## config.mk

```make
export PLATFORM = sky130hd
export DESIGN_NAME = stack_arb
export DESIGN_NICKNAME = d
export VERILOG_FILES = /design/src/rtl/stack_arb.sv
export SDC_FILE = /design/constraint.sdc
export NUM_CORES = 1
export LEC_CHECK = 0
export CORE_UTILIZATION = 47
export DETAILED_ROUTE_END_ITERATION = 6
export PLACE_DENSITY_LB_ADDON = 0.15
export SETUP_SLACK_MARGIN = 0.4
export SLEW_MARGIN = 10
export SYNTH_ARGS = -nofsm -noshare
export SYNTH_HDL_FRONTEND = slang
export SYNTH_SLANG_ARGS = --single-unit
```

## constraint.sdc

```tcl
create_clock -name clk -period 2.2 [get_ports clk]
set_input_delay 0.44 -clock clk [delete_from_list [all_inputs] [get_ports clk]]
set_output_delay 0.44 -clock clk [all_outputs]
set_load 0.03 [all_outputs]
```

## src/rtl/stack_arb.sv

```systemverilog
// stack_arb: two-requester round-robin arbiter in front of a single-port LIFO stack
// Ports: clk/reset (async active-high); req_valid/req_push/req_data0/req_data1 in,
//   req_ready out (handshake); rsp_valid/rsp_id/rsp_data/err out (results);
//   depth/full/empty out (occupancy); stk_en/stk_wen/stk_din out, stk_dout in (stack).
// Macro STACK_ARB_FIXED_PRIO_EN: requester 0 always wins contention, no round-robin pointer.
module stack_arb #(
  parameter int DEPTH = 8,
  parameter int WIDTH = 4,
  localparam int DW = $clog2(DEPTH) + 1
) (
  input  logic             clk,
  input  logic             reset,
  input  logic [1:0]       req_valid,
  input  logic [1:0]       req_push,
  input  logic [WIDTH-1:0] req_data0,
  input  logic [WIDTH-1:0] req_data1,
  output logic [1:0]       req_ready,
  output logic             rsp_valid,
  output logic             rsp_id,
  output logic [WIDTH-1:0] rsp_data,
  output logic             err,
  output logic [DW-1:0]    depth,
  output logic             full,
  output logic             empty,
  output logic             stk_en,
  output logic             stk_wen,
  output logic [WIDTH-1:0] stk_din,
  input  logic [WIDTH-1:0] stk_dout
);
  typedef enum logic [1:0] {IDLE, ISSUE, CAPTURE} state_t;
  state_t state, nxt;
  logic op_q, own_q, illegal;
  logic [WIDTH-1:0] data_q;
  logic [1:0] gnt;
`ifdef STACK_ARB_FIXED_PRIO_EN
  always_comb gnt = req_valid[0] ? 2'b01 : {req_valid[1], 1'b0};
`else
  // last_q is the requester granted most recently; reset to 1 so requester 0 wins first
  logic last_q;
  always_comb gnt = &req_valid ? (last_q ? 2'b01 : 2'b10) : req_valid;
  always_ff @(posedge clk or posedge reset)
    if (reset) last_q <= 1'b1;
    else if (state == IDLE && |req_valid) last_q <= gnt[1];
`endif
  // an operation is illegal when it would overflow or underflow the stack
  always_comb illegal = op_q ? full : empty;
  always_ff @(posedge clk or posedge reset)
    if (reset) state <= IDLE;
    else state <= nxt;
  always_comb begin
    nxt = state;
    case (state)
      IDLE:    nxt = |req_valid ? ISSUE : IDLE;
      ISSUE:   nxt = (illegal || op_q) ? IDLE : CAPTURE;
      default: nxt = IDLE;
    endcase
  end
  always_comb begin
    req_ready = state == IDLE ? gnt : 2'b00;
    stk_en    = state == ISSUE && !illegal;
    stk_wen   = stk_en && op_q;
    stk_din   = stk_en ? data_q : '0;
  end
  always_ff @(posedge clk or posedge reset)
    if (reset) begin
      op_q      <= 1'b0;
      own_q     <= 1'b0;
      data_q    <= '0;
      rsp_valid <= 1'b0;
      rsp_id    <= 1'b0;
      rsp_data  <= '0;
      err       <= 1'b0;
      depth     <= '0;
      full      <= 1'b0;
      empty     <= 1'b1;
    end else begin
      rsp_valid <= state == CAPTURE;
      err       <= state == ISSUE && illegal;
      if (state == IDLE && |req_valid) begin
        op_q   <= gnt[1] ? req_push[1] : req_push[0];
        data_q <= gnt[1] ? req_data1 : req_data0;
        own_q  <= gnt[1];
      end
      if (state == CAPTURE) begin
        rsp_data <= stk_dout;
        rsp_id   <= own_q;
      end
      if (state == ISSUE && illegal) rsp_id <= own_q;
      // depth, full and empty move together so they always agree
      if (stk_en) begin
        depth <= op_q ? depth + 1'b1 : depth - 1'b1;
        full  <= op_q && depth == DW'(DEPTH - 1);
        empty <= !op_q && depth == DW'(1);
      end
    end
endmodule

```

* Yosys cells after proc, flatten, opt, wreduce, memory -nomap -nowiden
Cells that the tools add are included.
** Word-level totals
- Output and inout port bits :: 21
- Register bits after elaboration :: 22
- Logic and storage cells :: 44
** Operators by class
- Add/sub/neg operators :: 2
- Eq/ne operators :: 4
- Multiplexer cells :: 13
- Reduce and logical (&&, ||, !) cells :: 13
** Operators by type and width (number)
- 4-bit 2-to-1 mux :: 3
- 2-bit 2-to-1 mux :: 4
- 1-bit logical AND :: 6
- 1-bit 2-to-1 mux :: 5
- 4-bit by 1-bit adder with 4-bit output (second input constant) :: 1
- 4-bit by 1-bit == test with 1-bit output (second input constant) :: 1
- 4-bit by 3-bit == test with 1-bit output (second input constant) :: 1
- 2-bit case mux with 2 select lines :: 1
- 4-bit by 1-bit subtractor with 4-bit output (second input constant) :: 1
- 2-bit by 1-bit == test with 1-bit output (second input constant) :: 1
- 2-bit == test (second input constant) :: 1
- 1-bit zero test :: 2
- 2-bit zero test :: 1
- 2-bit AND reduction :: 1
- 2-bit nonzero test :: 1
- 2-bit OR reduction :: 1
- 1-bit logical OR :: 1

* Depth between registers and ports, before layout
Gate-level depths: netlist of the first run.
- Word-level depth :: 4
- Depth in mapped cells :: 5
- Depth with buffers taken out :: 5

* Least setup slack after synthesis of the first run
OpenSTA, ideal clock, no wires.
- Path kind :: register to output
- Start point :: register full
- End point :: output port stk_din[0]
- Required time :: 1.760 ns
- Slack :: 0.107 ns
- Arrival time :: 1.653 ns
- Stages on the path, launching flop included :: 4
- Cell sequence :: dfrtp_1 > mux2_2 > nor2_2 > and2_1
** Between the ends
- Word-level cells in the longest chain between the ends :: 4
** RTL lines
- from (decl) :: RTL line 23 : output logic full,
- from (signal assigned) :: RTL line 92 : full <= op_q && depth == DW'(DEPTH - 1);
- 1-bit 2-to-1 mux :: RTL line 46 : always_comb illegal = op_q ? full : empty;
- 1-bit zero test :: RTL line 60 : stk_en = state == ISSUE && !illegal;
- 1-bit logical AND :: RTL line 60
- named net stk_en :: RTL line 25 : output logic stk_en,
- 4-bit 2-to-1 mux :: RTL line 62 : stk_din = stk_en ? data_q : '0;
- to (decl) :: RTL line 27 : output logic [WIDTH-1:0] stk_din,
The timed path passes the listed nets, and every way through them passes these cells.

* Worst setup path in the final report of the first run
- Start point :: register op_q
- End point :: output port stk_din[0]
** Between the ends
- Word-level cells in the longest chain between the ends :: 4
** RTL lines
- from (decl) :: RTL line 32 : logic op_q, own_q, illegal;
- from (signal assigned) :: RTL line 80 : op_q <= gnt[1] ? req_push[1] : req_push[0];
- 1-bit 2-to-1 mux :: RTL line 46
- 1-bit zero test :: RTL line 60
- 1-bit logical AND :: RTL line 60
- 4-bit 2-to-1 mux :: RTL line 62
No other way between the ends.

==> impl_metrics.csv, run 1 <==
group,metric,value,unit
outcome,outcome,"complete, no violations",
clocking,cts_tree,"done",
logic_synthesis,seq_area_frac_synth,51.88,%
logic_synthesis,synth_compound_area_share,7.160,%
critical_path,cp-start-kind,"flip-flop",
place,detailedPlace.worstSlack,0.1191,ns
pwr,cellLeakagePower,0.8426,nW
pwr,p_per_area,1569,mW/mm²
route,wire_per_inst,14.71,µm
finish,fillCellCount,130,
die,die_w,49.63,µm
finish,insertedDiodeCount,0,
finish,final-seq-area,555.5,µm²
die,core_area,0.002042,mm²
place,hpwl,1682,µm
route,ant_nets,0,
timing,fin_crit,1.979,ns
global_route,first_global_vias,878,
logic_synthesis,combinational_family_with_the_most_area_after_synthesis,"multiplexers",
place,routabilityCongestion,0.8040,
logic_synthesis,synth.net_count,107,
critical_path,cp.arrival,1.54,ns
route,detail_route.iter0.violations,4,
die,design.die.area,0.002463,mm²
clocking,clkSlewWorstSetupHoldPaths,0.12,ns
job,maxCapViolations,0,
timing,period_utilization,89.95,%
finish,final_layout_size_suffix_gt1_share,42.14,%
clocking,numClockSinks,22,
timing,timing.clock.skew,0.004365,ns
critical_path,startpoint,"op_q",
critical_path,endpoint_kind,"primary output",
timing,fin_hold_ws,0.4883,ns
critical_path,crit_path_max_fanout,7,
finish,nets,162,
logic_synthesis,synth_top_flop_cell,"sky130_fd_sc_hd__dfrtp_1",
die,floorplan.initialDensity,52.21,%
route,vias_per_inst,5.090,
pwr,vdd_ir_drop_max,0.9976,mV
critical_path,critPathRequiredTime,1.76,ns
clocking,worst_skew_pair.late_latency,0.31,ns
clocking,cts.hold.buffers_added,0,
logic_synthesis,most_area_hungry_cell_type_in_the_yosys_netlist,"sky130_fd_sc_hd__dfrtp_1",
clocking,numCtsBuffers,3,
global_route,antenna_found_initial,0,
global_route,grt_pass1_wl,3788,µm
timing,slew_viol_final,0,
logic_synthesis,yosysWarnings,0,
timing,setup_viol,0,
finish,area_delta_synth_final,58.45,%
logic_synthesis,synth_xor_xnor_area_share,3.286,%
route,routed-via-count,850,
timing,maxClockFrequency,505.3,MHz
logic_synthesis,synth_enable_flop_cells,0,
timing,slew_headroom,56.54,%
logic_synthesis,synthesis.area,0.001066,mm²
logic_synthesis,gate_count_after_technology_mapping,86,
logic_synthesis,synth_seq_cells,22,
clocking,cts-root-buf,"sky130_fd_sc_hd__clkbuf_4",
route,drt-total-wl,2457,µm
logic_synthesis,synthMostInstantiatedCell,"sky130_fd_sc_hd__dfrtp_1",
timing,worstMarginPinSlew,0.6512,ns
global_route,grt_max_degree,19,
timing,rsz_0062_raised_after_global_routing,"yes",
logic_synthesis,post_synth_mux_area_share,19.72,%
logic_synthesis,ys_async_sr_fraction,100.0,%
clocking,htree_levels,1,
logic_synthesis,synth_adder_area_share,3.521,%
hold_path,type_of_the_tightest_min_delay_check,"reg -> reg",
global_route,gr-usage-all-layers,20.84,%
hold_path,min-delay-start,"own_q",
die,num_rows,16,
timing,report.final.hold_viol_count,0,
logic_synthesis,yosys-top-cells-count,"20 x sky130_fd_sc_hd__dfrtp_1, 16 x sky130_fd_sc_hd__mux2_2, 7 x sky130_fd_sc_hd__inv_1, 4 x sky130_fd_sc_hd__and2_1",
critical_path,setup.worst_path.class,"reg -> out",
clocking,max-clock-path-buffers,2,
die,dieHeight,49.63,µm
logic_synthesis,synth-simple-area-share,10.21,%
finish,multi_input_area,515.5,µm²
timing,finalWorstSetupSlack,0.2211,ns
route,drt-pass1-iter-count,4,
place,place.port_buffers,38,
critical_path,worst_r2r_startpoint,"op_q",
logic_synthesis,synth.avg_cell_area,12.40,µm²
route,remaining_drc_errors,0,
global_route,grt-ovfl-total,0,
logic_synthesis,synth_cell_type_count,30,
timing,finalSetupTns,0,ns
logic_synthesis,yosys-top-cells-area,"sky130_fd_sc_hd__dfrtp_1 47%, sky130_fd_sc_hd__mux2_2 17%, sky130_fd_sc_hd__dfstp_2 4.9%",
die,ios,39,
logic_synthesis,synth_top_area_share,46.95,%
routing by layer:
metal | part of all wire, % | vias up | global-route usage [%]
li1 | - | 401 | -
met3 | 4.4 | 4 | 5.864
met1 | 39 | 414 | 22.95
met5 | 0 | - | 0
met2 | 54 | 31 | 36.94
met4 | 1.7 | 0 | 9.048
stage by stage:
stage / utilization, % / instance area [µm²] / power [mW] / instances
after detailed placement: 73.28 / 1496 / 2.130 / 152
after floorplan: - / 1091 / 1.659 / 86
final: 82.72 / 1689 / 2.650 / 167
after global placement: 73.28 / 1496 / 2.091 / 152
after global routing: 82.72 / 1689 / 2.807 / 167
after CTS: 78.13 / 1595 / 2.473 / 160
sequential cells by signal, summed over array words and instances (netlist names), 2 cells and up:
name,count
data_q,4
depth,4
rsp_data,4
state,2
area by class of cell:
type	instances	area share (%)
clock inverter	1	1.778
tap	27	2.000
sequential	22	32.89
inverter	7	1.556
timing repair buffer	53	29.93
clock buffer	3	1.333
multi-input combinational	54	30.52
placed cells by master (no fill, tap or decap), types with 4 or more instances in the layout:
| cell | count |
|---|---|
| sky130_fd_sc_hd__clkdlybuf4s50_1 | 15 |
| sky130_fd_sc_hd__dfrtp_1 | 18 |
| sky130_fd_sc_hd__buf_4 | 15 |
| sky130_fd_sc_hd__dlygate4sd2_1 | 11 |
| sky130_fd_sc_hd__and2_4 | 4 |
| sky130_fd_sc_hd__buf_6 | 7 |
| sky130_fd_sc_hd__inv_1 | 7 |
| sky130_fd_sc_hd__mux2_2 | 15 |
critical path, cell delays in order, from the launching register on:
cell,delay [ns]
sky130_fd_sc_hd__dfrtp_1,0.43
sky130_fd_sc_hd__mux2_4,0.33
sky130_fd_sc_hd__nor2_4,0.17
sky130_fd_sc_hd__and2_4,0.18
sky130_fd_sc_hd__buf_6,0.12
power breakdown:
group | total [mW] | internal (mW) | switching, mW
combinational | 1.57 | 0.781 | 0.792
clock | 0.304 | 0.184 | 0.120
sequential | 0.773 | 0.605 | 0.168
final timing paths:
path,endpoint,slack [ns],cells past startpoint
max in group asynchronous,full,1.18,3
worst min-delay path,own_q,0.49,1
worst min register to register,own_q,0.49,1
min in group asynchronous,rsp_valid,0.50,2
worst max register to register,depth[3],0.58,4
worst max-delay path,stk_din[0],0.22,4
what timing repair did:
| action | CTS | global route |
|---|---|---|
| setup endpoints to repair | 18 | 11 |
| resized for setup | 21 | 10 |
| buffers inserted | 4 | 7 |
| pin swaps | 5 | 3 |
| hold endpoints to repair | 0 | 0 |
cell families (layout without fill, tap and decap cells):
kind of cell             count (synthesis)  after routing
AO/OA/AOI/OAI                           10             10
XOR/XNOR                                 4              4
adder cells (fa/ha/maj)                  3              3
buffers and inverters                   10             64
flip-flops                              22             22
multiplexers                            19             19
AND/OR/NAND/NOR                         18             18
(Power assumes the default switching activity.)
==> inputs of run 2 (changes only) <==
ABC_CLOCK_PERIOD_IN_PS = 2200   (was default)
CORE_UTILIZATION = 52   (was 47)
DONT_BUFFER_PORTS = 1   (was default)
==> impl_metrics.csv, run 2 (synthesis results as in run 1) <==
group,metric,value,unit
timing,rsz_0062_raised_after_global_routing,"yes",
global_route,grt_pass1_wl,2746,µm
timing,timing.clock.skew,0.006098,ns
timing,fin_crit,1.983,ns
outcome,outcome,"complete, no violations",
global_route,first_global_vias,637,
route,routed-via-count,662,
global_route,antenna_found_initial,0,
critical_path,critPathRequiredTime,1.76,ns
critical_path,cp.arrival,1.54,ns
critical_path,worst_r2r_startpoint,"op_q",
pwr,finalPower,2.091,mW
finish,area_delta_synth_final,14.32,%
place,hpwl,1335,µm
timing,period_utilization,90.12,%
critical_path,setup_crit_end,"stk_din[3]",
pwr,vdd_ir_drop_max,0.9554,mV
place,placed_cells,115,
die,ios,39,
die,design.die.area,0.002235,mm²
critical_path,startpoint,"full",
finish,nets,116,
finish,insertedDiodeCount,0,
critical_path,path_delay_family,"flip-flops",
timing,slew_headroom,46.77,%
critical_path,cell_with_the_largest_stage_delay_on_the_worst_path,"sky130_fd_sc_hd__dfrtp_2",
finish,layout.cells.most_common_list,"19 x sky130_fd_sc_hd__dfrtp_1, 15 x sky130_fd_sc_hd__mux2_2, 7 x sky130_fd_sc_hd__buf_4",
critical_path,cp-start-kind,"flip-flop",
timing,finalSetupTns,0,ns
die,core_area,0.001942,mm²
critical_path,crit_buf_inv,0,
global_route,grt-ovfl-total,0,
critical_path,reg2reg_setup_slack,0.56,ns
die,num_rows,16,
finish,final_layout_size_suffix_gt1_share,45.74,%
die,die_w,47.28,µm
place,routabilityCongestion,0.7580,
route,drt-total-wl,1830,µm
critical_path,worst_r2r_endpoint,"depth[3]",
timing,report.final.hold_viol_count,0,
clocking,clkSlewWorstSetupHoldPaths,0.12,ns
finish,fillCellCount,153,
timing,slew_viol_final,0,
timing,finalWorstSetupSlack,0.2174,ns
route,detail_route.iter0.violations,7,
route,wire_per_inst,15.12,µm
clocking,cts.hold.buffers_added,0,
critical_path,reg2regPathDepth,4,
timing,maxClockFrequency,504.4,MHz
clocking,numCtsBuffers,3,
timing,fin_hold_ws,0.1477,ns
global_route,grt_max_degree,23,
finish,reg_top3,"data_q x4, depth x4, rsp_data x4",
hold_path,type_of_the_tightest_min_delay_check,"in -> async",
pwr,cellLeakagePower,0.5565,nW
pwr,p_per_area,1716,mW/mm²
clocking,max-clock-path-buffers,2,
die,floorplan.initialDensity,54.90,%
finish,number_of_non_filler_instances_in_the_completed_layout,121,
route,vias_per_inst,5.471,
route,ant_nets,0,
clocking,numClockSinks,22,
route,remaining_drc_errors,0,
clocking,cts_tree,"done",
finish,final_common_cell,"sky130_fd_sc_hd__dfrtp_1",
job,maxCapViolations,0,
critical_path,critical_path_cell_count,3,
place,place.port_buffers,0,
timing,setup_viol,0,
timing,worstMarginPinSlew,0.7976,ns
clocking,htree_levels,1,
global_route,gr-usage-all-layers,18.62,%
critical_path,endpoint_kind,"primary output",
critical_path,crit_path_max_fanout,7,
route,drt-pass1-iter-count,4,
die,dieHeight,47.28,µm
critical_path,timing.critical_path.slowest_cell_delay,0.52,ns
clocking,worst_skew_pair.late_latency,0.31,ns
critical_path,setup.worst_path.class,"reg -> out",
place,detailedPlace.worstSlack,0.4255,ns
critical_path,path_cells,"mux2_4, nor2_4, and2_4",
clocking,cts-root-buf,"sky130_fd_sc_hd__clkbuf_4",
-- run 2: per-stage QoR --
step / util, % / instance area (µm²)
6_report: 62.76 / 1219
3_5_place_dp: 58.89 / 1144
2_1_floorplan: - / 1091
5_1_grt: 62.76 / 1219
4_1_cts: 61.79 / 1200
3_3_place_gp: 58.89 / 1144
-- run 2: cell type report --
class	count	area, µm²	area share (%)
Clock buffer	4	36.28	2.977
Tap cell	27	33.78	2.772
Timing Repair Buffer	7	52.55	4.312
Multi-Input combinational cell	54	510.5	41.89
Inverter	7	31.28	2.567
Sequential cell	22	554.3	45.48
-- run 2: worst min path at each step --
stage / start / endpoint / slack [ns] / cells after the start
3_5_place_dp: own_q / own_q / 0.47 / 1
6_report: reset / data_q[3] / 0.15 / 1
5_1_grt: req_valid[0] / last_q / 0.17 / 1
2_1_floorplan: reset / data_q[0] / 0.43 / 1
3_3_place_gp: own_q / own_q / 0.47 / 1
4_1_cts: req_valid[0] / last_q / 0.17 / 1
-- run 2: metal layers --
layer | global-route usage (%) | up-vias | routed length (µm)
met5 | 0 | - | 0
met1 | 24.63 | 323 | 751
met4 | 8.571 | 0 | 40
met2 | 29.04 | 23 | 942
li1 | - | 311 | -
met3 | 4.231 | 5 | 95
-- run 2: what timing repair did --
| action | in CTS | in global routing |
|---|---|---|
| pin swaps | 5 | 5 |
| cloned | 0 | 0 |
| buffers inserted | 2 | 0 |
| setup endpoints to repair | 7 | 8 |
| gates resized for setup | 4 | 5 |
-- run 2: power breakdown --
| group | total (mW) | leakage [nW] | switching (mW) | internal [mW] |
|---|---|---|---|---|
| sequential | 0.990 | 0.263 | 0.390 | 0.601 |
| clock | 0.223 | 0.0210 | 0.122 | 0.101 |
| combinational | 0.878 | 0.272 | 0.456 | 0.423 |
==> inputs of run 3 (changes only) <==
CAP_MARGIN = 20   (was default)
==> results of run 3 <==
No change in the layout: final DEF, timing and power equal those of run 2.
